$ cat config.mk
export PLATFORM = sky130hd
export DESIGN_NAME = spi_fifo_flat
export DESIGN_NICKNAME = d
export VERILOG_FILES = /design/src/rtl/spi_pkg.sv /design/src/rtl/spi_fifo_if.sv /design/src/rtl/spi_fifo_mem.sv /design/src/rtl/spi_fifo.sv /design/src/flat_wrapper.sv
export SDC_FILE = /design/constraint.sdc
export NUM_CORES = 1
export LEC_CHECK = 0
export BUFFER_PORTS_ARGS = -buffer_cell sky130_fd_sc_hd__buf_2
export CAP_MARGIN = 10
export CORE_MARGIN = 1.5
export CORE_UTILIZATION = 35
export DETAILED_ROUTE_END_ITERATION = 8
export HOLD_SLACK_MARGIN = 0.15
export SLEW_MARGIN = 0
export SYNTH_ARGS = -nofsm -noshare
export SYNTH_HDL_FRONTEND = slang
export SYNTH_SLANG_ARGS = --single-unit
$ cat constraint.sdc
create_clock -name PCLK -period 2.6 [get_ports PCLK]
set_clock_uncertainty 0.2 [all_clocks]
set_input_delay 0.39 -clock PCLK [delete_from_list [all_inputs] [get_ports PCLK]]
set_output_delay 0.39 -clock PCLK [all_outputs]
set_load 0.05 [all_outputs]
$ cat src/rtl/spi_pkg.sv
// Shared constants and width helpers for the SPI FIFO slice.
package spi_pkg;

  localparam int SPI_FIFO_DEPTH = 8;
  localparam int SPI_FIFO_WIDTH = 8;

  // LEVEL must represent 0..DEPTH inclusive, hence one bit wider than a pointer
  function automatic int spi_lvl_w(input int depth);
    return $clog2(depth) + 1;
  endfunction

  typedef logic [$clog2(SPI_FIFO_DEPTH):0]   spi_level_t;
  typedef logic [$clog2(SPI_FIFO_DEPTH)-1:0] spi_ptr_t;

endpackage

$ cat src/rtl/spi_fifo_if.sv
// Producer/consumer and status bundle of one SPI FIFO instance (RX or TX).
interface spi_fifo_if
  import spi_pkg::*;
#(
  parameter int DEPTH = SPI_FIFO_DEPTH,
  parameter int WIDTH = SPI_FIFO_WIDTH
) ();

  localparam int LW = $clog2(DEPTH) + 1;

  logic             WR_EN;
  logic [WIDTH-1:0] WR_DATA;
  logic             RD_EN;
  logic [WIDTH-1:0] RD_DATA;
  logic             FLUSH;
  logic             CLR_ERR;
  logic             FULL;
  logic             EMPTY;
  logic [LW-1:0]    LEVEL;
  logic             OVERRUN;
  logic             UNDERRUN;
  logic [LW-1:0]    THRESHOLD;
  logic             THR_HIT;

  modport master (
    output WR_EN, WR_DATA, RD_EN, FLUSH, CLR_ERR, THRESHOLD,
    input  RD_DATA, FULL, EMPTY, LEVEL, OVERRUN, UNDERRUN, THR_HIT
  );

  modport slave (
    input  WR_EN, WR_DATA, RD_EN, FLUSH, CLR_ERR, THRESHOLD,
    output RD_DATA, FULL, EMPTY, LEVEL, OVERRUN, UNDERRUN, THR_HIT
  );

endinterface

$ cat src/rtl/spi_fifo_mem.sv
// FIFO storage: synchronous-write, asynchronous-read register file, data not reset.
module spi_fifo_mem #(
  parameter int DEPTH = 8,
  parameter int WIDTH = 8
) (
  input  logic                     PCLK,
  input  logic                     we,
  input  logic [$clog2(DEPTH)-1:0] waddr,
  input  logic [WIDTH-1:0]         wdata,
  input  logic [$clog2(DEPTH)-1:0] raddr,
  output logic [WIDTH-1:0]         rdata
);

  localparam int AW = $clog2(DEPTH);

  logic [WIDTH-1:0] entries [DEPTH];

  genvar gi;
  generate
    for (gi = 0; gi < DEPTH; gi++) begin : g_entry
      logic [WIDTH-1:0] entry_reg;
      always_ff @(posedge PCLK) begin
        if (we && (waddr == AW'(gi))) begin
          entry_reg <= wdata;
        end
      end
      assign entries[gi] = entry_reg;
    end
  endgenerate

  assign rdata = entries[raddr];

endmodule

$ cat src/rtl/spi_fifo.sv
// First-word-fall-through FIFO with sticky error flags and optional level watermark.
// Watermark logic is built only when SPI_FIFO_THRESHOLD_EN is defined.
module spi_fifo
  import spi_pkg::*;
#(
  parameter int DEPTH = SPI_FIFO_DEPTH,
  parameter int WIDTH = SPI_FIFO_WIDTH
) (
  input logic        PCLK,
  input logic        PRESETn,
  spi_fifo_if.slave  bus
);

  localparam int AW = $clog2(DEPTH);
  localparam int LW = spi_lvl_w(DEPTH);

  logic [AW-1:0]    wr_ptr_reg;
  logic [AW-1:0]    rd_ptr_reg;
  logic [LW-1:0]    level_reg;
  logic [LW-1:0]    level_next;
  logic             full_reg;
  logic             empty_reg;
  logic             overrun_reg;
  logic             underrun_reg;
  logic             do_push;
  logic             do_pop;
  logic             ovr_set;
  logic             und_set;
  logic [WIDTH-1:0] mem_rdata;

  // A push into a full FIFO is legal when a pop frees the head in the same cycle
  always_comb begin
    do_pop     = bus.RD_EN && !empty_reg && !bus.FLUSH;
    do_push    = bus.WR_EN && (!full_reg || bus.RD_EN) && !bus.FLUSH;
    ovr_set    = bus.WR_EN && full_reg && !bus.RD_EN && !bus.FLUSH;
    und_set    = bus.RD_EN && empty_reg && !bus.FLUSH;
    level_next = level_reg;
    if (bus.FLUSH) begin
      level_next = '0;
    end else if (do_push && !do_pop) begin
      level_next = level_reg + LW'(1);
    end else if (do_pop && !do_push) begin
      level_next = level_reg - LW'(1);
    end
  end

  always_ff @(posedge PCLK) begin
    if (!PRESETn) begin
      wr_ptr_reg   <= '0;
      rd_ptr_reg   <= '0;
      level_reg    <= '0;
      full_reg     <= 1'b0;
      empty_reg    <= 1'b1;
      overrun_reg  <= 1'b0;
      underrun_reg <= 1'b0;
    end else begin
      if (bus.FLUSH) begin
        wr_ptr_reg <= '0;
        rd_ptr_reg <= '0;
      end else begin
        if (do_push) wr_ptr_reg <= wr_ptr_reg + 1'b1;
        if (do_pop)  rd_ptr_reg <= rd_ptr_reg + 1'b1;
      end
      level_reg    <= level_next;
      full_reg     <= (level_next == LW'(DEPTH));
      empty_reg    <= (level_next == '0);
      // a fresh error wins over a clear in the same cycle
      overrun_reg  <= (overrun_reg  && !bus.CLR_ERR) || ovr_set;
      underrun_reg <= (underrun_reg && !bus.CLR_ERR) || und_set;
    end
  end

  spi_fifo_mem #(
    .DEPTH (DEPTH),
    .WIDTH (WIDTH)
  ) u_mem (
    .PCLK  (PCLK),
    .we    (do_push),
    .waddr (wr_ptr_reg),
    .wdata (bus.WR_DATA),
    .raddr (rd_ptr_reg),
    .rdata (mem_rdata)
  );

  assign bus.RD_DATA  = empty_reg ? '0 : mem_rdata;
  assign bus.LEVEL    = level_reg;
  assign bus.FULL     = full_reg;
  assign bus.EMPTY    = empty_reg;
  assign bus.OVERRUN  = overrun_reg;
  assign bus.UNDERRUN = underrun_reg;

`ifdef SPI_FIFO_THRESHOLD_EN
  logic thr_hit_reg;

  always_ff @(posedge PCLK) begin
    if (!PRESETn) begin
      thr_hit_reg <= 1'b0;
    end else begin
      thr_hit_reg <= (bus.THRESHOLD != '0) && (level_next >= bus.THRESHOLD);
    end
  end

  assign bus.THR_HIT = thr_hit_reg;
`else
  logic unused_threshold;

  assign unused_threshold = ^bus.THRESHOLD;
  assign bus.THR_HIT      = 1'b0;
`endif

endmodule

$ cat src/flat_wrapper.sv
// flat-port wrapper written by rule: the top's interface ports become plain ports
module spi_fifo_flat import spi_pkg::*;
#(
  parameter int DEPTH = SPI_FIFO_DEPTH,
  parameter int WIDTH = SPI_FIFO_WIDTH
)
  (PCLK, PRESETn, bus_WR_EN, bus_WR_DATA, bus_RD_EN, bus_FLUSH, bus_CLR_ERR, bus_THRESHOLD, bus_RD_DATA, bus_FULL, bus_EMPTY, bus_LEVEL, bus_OVERRUN, bus_UNDERRUN, bus_THR_HIT);
  spi_fifo_if #(.DEPTH(DEPTH), .WIDTH(WIDTH)) bus_i ();
  input logic PCLK;
  input logic PRESETn;
  input wire logic [$bits(bus_i.WR_EN)-1:0] bus_WR_EN;
  input wire logic [$bits(bus_i.WR_DATA)-1:0] bus_WR_DATA;
  input wire logic [$bits(bus_i.RD_EN)-1:0] bus_RD_EN;
  input wire logic [$bits(bus_i.FLUSH)-1:0] bus_FLUSH;
  input wire logic [$bits(bus_i.CLR_ERR)-1:0] bus_CLR_ERR;
  input wire logic [$bits(bus_i.THRESHOLD)-1:0] bus_THRESHOLD;
  output wire logic [$bits(bus_i.RD_DATA)-1:0] bus_RD_DATA;
  output wire logic [$bits(bus_i.FULL)-1:0] bus_FULL;
  output wire logic [$bits(bus_i.EMPTY)-1:0] bus_EMPTY;
  output wire logic [$bits(bus_i.LEVEL)-1:0] bus_LEVEL;
  output wire logic [$bits(bus_i.OVERRUN)-1:0] bus_OVERRUN;
  output wire logic [$bits(bus_i.UNDERRUN)-1:0] bus_UNDERRUN;
  output wire logic [$bits(bus_i.THR_HIT)-1:0] bus_THR_HIT;
  assign bus_i.WR_EN = bus_WR_EN;
  assign bus_i.WR_DATA = bus_WR_DATA;
  assign bus_i.RD_EN = bus_RD_EN;
  assign bus_i.FLUSH = bus_FLUSH;
  assign bus_i.CLR_ERR = bus_CLR_ERR;
  assign bus_i.THRESHOLD = bus_THRESHOLD;
  assign bus_RD_DATA = bus_i.RD_DATA;
  assign bus_FULL = bus_i.FULL;
  assign bus_EMPTY = bus_i.EMPTY;
  assign bus_LEVEL = bus_i.LEVEL;
  assign bus_OVERRUN = bus_i.OVERRUN;
  assign bus_UNDERRUN = bus_i.UNDERRUN;
  assign bus_THR_HIT = bus_i.THR_HIT;
  spi_fifo #(.DEPTH(DEPTH), .WIDTH(WIDTH)) u_core (.PCLK(PCLK), .PRESETn(PRESETn), .bus(bus_i));
endmodule
* Word-level counts from Yosys, hierarchy flattened
Index checks and enable logic that the tools add are counted.
** Operators by class
- Multiplexer cells :: 7
- Bitwise operators :: 2
- Reduce and logical (&&, ||, !) cells :: 34
- Equality and inequality tests :: 8
- Order comparisons :: 1
- Add/sub/neg operators :: 4
** Operator list (count)
- $bmux W8 S3 :: 1
- $mux W8 :: 3
- $logic_and A1 B1 Y1 :: 21
- $eq A3 B3 Y1 const B :: 4
- $mux W4 :: 3
- $logic_not A1 Y1 :: 7
- $add A3 B1 Y3 const B :: 2
- $eq A3 B2 Y1 const B :: 2
- $add A4 B1 Y4 const B :: 1
- $eq A4 B4 Y1 const B :: 1
- $ge A4 B4 Y1 const B :: 1
- $logic_not A4 Y1 :: 1
- $not A3 Y4 :: 1
- $sub A4 B1 Y4 const B :: 1
- $eq A3 B1 Y1 const B :: 1
- $logic_not A3 Y1 :: 1
- $logic_or A1 B1 Y1 :: 3
- $reduce_or A2 Y1 :: 1
- $not A1 Y1 :: 1
** Word-level totals
- Register bits after elaboration :: 78
- Input bits :: 18

* Longest topological paths before layout
- Word-level depth :: 10
- Gate-level depth with buffers :: 6

* Hierarchy
From an unflattened synthesis, not the netlist that was laid out.
** Second synthesis, totals
- Cells, all modules :: 188
- Area total of the unflattened synthesis :: 3335.7 um^2
** By module, submodules not included
- spi_fifo_mem :: cells an instance 106, sequential area each 1921.8 um^2, times used 1, area an instance 2531.2 um^2
- spi_fifo :: cells an instance 82, sequential area each 280.3 um^2, times used 1, area an instance 804.5 um^2

* Worst setup path before layout
OpenSTA, ideal clock, no wires.
- Path type :: register to output
- Start :: register u_core.rd_ptr_reg[1]
- End :: output bus_RD_DATA[1]
- Setup slack :: 102 ps
- Buffers on the path :: 2
- Required time :: 2010 ps
- Arrival time :: 1908 ps
- Cell stages (with the launch flop) :: 6
- Cell sequence :: dfxtp_1 > clkbuf_1 > buf_1 > mux4_2 > mux2i_1 > nor2_1
** Between the ends
- Word-level cells in the longest chain between the ends :: 5
** RTL lines
- from (decl) :: RTL line spi_fifo.sv:18 : logic [AW-1:0] rd_ptr_reg;
- from (signal assigned) :: RTL line spi_fifo.sv:62 : if (do_pop) rd_ptr_reg <= rd_ptr_reg + 1'b1;
- $not A3 Y4 (implied by the code) :: RTL line spi_fifo_mem.sv:31 : assign rdata = entries[raddr];
- $bmux W8 S3 :: RTL line spi_fifo_mem.sv:31
- $mux W8 (implied by the code) (2 in series) :: RTL line spi_fifo_mem.sv:31
- $mux W8 :: RTL line spi_fifo.sv:85 : assign bus.RD_DATA = empty_reg ? '0 : mem_rdata;
- to (decl) :: RTL line flat_wrapper.sv:17 : output wire logic [$bits(bus_i.RD_DATA)-1:0] bus_RD_DATA;
No other way between the ends. The select of a mux whose other input is x is not followed.

* Worst setup path in the final report
- Start :: register u_core.rd_ptr_reg[0]
- End :: output bus_RD_DATA[7]
The elaborated chain is that of the path after synthesis.

==> impl_metrics.yaml <==
worst_hold_path:
  min_path_type: "in2reg"
  min_from: "bus_RD_EN"
critical_path:
  crit_fanout: 18
  reg2reg_from: "u_core.bus.EMPTY"
  crit_path_cell_trace: "buf_12 > mux4_2 > mux2i_1 > nor2_1 > buf_2"
  cp_slowest_cell: "mux4_2"
  setup.worst_path.class: "reg2out"
  crit_arrival_ns: 1.91
  crit_path_start_kind: "register"
  crit_path_max_incr_delay_ns: 0.52
  cp-startpoint: "u_core.rd_ptr_reg[0]"
  worstPathRequired_ns: 2.01
  endpoint_kind: "output pin"
  crit_family: "multiplexers"
  path_buf_inv: 2
outcome:
  status: "finished clean"
detailed_routing:
  wl_per_cell_um: 16.1
  drtIter0Drc: 80
  wl_um: 5780
  ant_nets: 0
  via_per_inst: 4.75
  drc_errors: 0
  num_vias: 1707
  drt_pass1_iterations: 6
layout:
  fillers: 806
  largest_reg_flops: 64
  fin_nets: 271
  synthToLayoutAreaGrowth_pct: 20.8
  antenna_cells: 0
  drive_gt1_share_pct: 31.9
yosys:
  synthFlopType: "edfxtp_1"
  synthTopCellsByArea: "edfxtp_1 (59%), mux4_2 (11%), dfxtp_1 (8.6%)"
  async_reset_ff_share_pct: 0
  ys_seq_elements: 78
  yosysSeqAreaShare_pct: 67.5
  ys_types: 36
  yosysTopAreaCell: "edfxtp_1"
  syn_area_per_cell_um2: 17.1
  synth_warnings: 0
  synth_area_mm2: 0.00326
  yosysTopAreaCellShare_pct: 58.9
  syn_nets: 218
  synth.most_common_cell: "edfxtp_1"
  syn_inst: 191
  synth_edf_count: 64
  synthTopCellsByCount: "edfxtp_1 (64), nor2_1 (20), mux4_2 (16)"
timing:
  final.period_utilization_pct: 96.2
  hold_viol_final: 0
  slew_viol_final: 0
  period_minus_slack_ns: 2.50
  setup-tns-final_ns: 0
  rsz0062_at_grt: "false"
  clock.fmax_ghz: 0.400
  worst_pin_slew_ns: 0.711
  slew_headroom_pct: 52.5
  finalSetupViolCount: 0
grt:
  overflow: 0
  track_usage_pct: 12.7
  grt_max_degree: 19
  grt_first_pass_wirelength_um: 9110
  first_global_vias: 1762
  antenna_found_initial: 0
power_and_ir_drop:
  vdd_drop_max_mv: 0.329
  power.density_mw_per_mm2: 650
  finalPower_w: 0.00256
  leakage_nw: 1.40
clocking:
  htreeDepth: 3
  cts_sinks: 78
  cts_buffers: 9
  postCtsResizedCells: 0
  post_cts_buffers: 0
  clkLatencyLatePin_ns: 0.34
  clkTransAtPathRegs_ns: 0.08
  ctsRootBufferMaster: "clkbuf_8"
  cts_tree: "done"
  ctsLongestPathBuffers: 2
floorplanning:
  initial_utilization_pct: 35.6
  die_h_um: 99.5
  dieArea_mm2: 0.00990
  ioPinCount: 35
  die_w_um: 99.5
  design.core.area_mm2: 0.00915
  core.rowCount: 35
job:
  cap_violations: 0
place:
  portBuffers: 29
  routabilityCongestion: 0.749
  hpwl_um: 3650
## power by group
part	internal [W]	switching, W
sequential	0.00136	0.0000109
combinational	0.0000535	0.0000792
clock	0.000632	0.000425
## metrics by stage
stage	utilization, %	instances	instance area (um^2)	setup WS (ns)	hold slack, ns
final	43.0	359	3940	0.0992	0.178
after global routing	43.0	359	3940	0.00678	0.190
after CTS	43.0	359	3940	0.0564	0.168
after detailed placement	39.4	334	3600	0.448	0.298
after global placement	39.4	334	3600	0.444	0.265
after floorplan	-	191	3260	0.102	0.289
## worst min-delay path, delay by kind of cell
| kind | cells | cell delay [ns] |
|---|---|---|
| buffers and inverters | 1 | 0.13 |
| AOI/OAI and AO/OA | 1 | 0.08 |
| and+or+nand+nor | 1 | 0.07 |
## worst paths after layout
check             slack (ns)  cells past startpoint                  end
setup / recovery         0.1                      5       bus_RD_DATA[7]
hold / removal          0.18                      3  u_core.bus.UNDERRUN
setup reg to reg        0.49                      5      u_core.bus.FULL
hold reg to reg         0.30                      2  u_core.bus.UNDERRUN
## cells by family after synthesis
kind of cell,after synthesis,synth area share [%]
flops,78,67.5
simple gates,42,8.02
mux,27,14.5
buf+inv,18,2.38
fa+ha+maj,9,3.45
compound gates,9,2.15
xor+xnor,7,1.88
other cells,1,0.115
## layout by cell type (no fill, tap or decap), types with 2 or more instances in the layout
cell type      Yosys  final
nor2_1            20     20
clkbuf_8           0      9
nand2b_1           3      3
ha_1               9      9
inv_1              9      9
mux2i_1           10     10
dlygate4sd3_1      0     10
buf_2              2     29
xnor2_1            5      5
and2_1             4      4
dfxtp_1           14     14
buf_4              2     11
xor2_1             2      2
and3_1             6      6
edfxtp_1          64     64
bufinv_16          0      3
mux4_2            16     16
## cell type report
class / instances / area [um^2] / share of cell area, %
sequential: 78 / 2200 / 55.9
multi-input combinational: 95 / 981 / 24.9
timing repair buffer: 51 / 348 / 8.83
tap: 111 / 139 / 3.53
clock buffer: 9 / 124 / 3.14
clock inverter: 6 / 111 / 2.83
inverter: 9 / 33.8 / 0.858
## metal layers
metal / routed length (um) / global-route usage (%)
met3: 183 / 2.25
met5: 0 / 0
met4: 128 / 7.15
met1: 2500 / 16.0
met2: 2970 / 20.7
## timing repair
item,CTS,global route
endpoints found under the setup margin,0,0
hold endpoints to repair,66,0
hold buffers,10,0
Note: power is estimated with default switching activity, not from simulation.
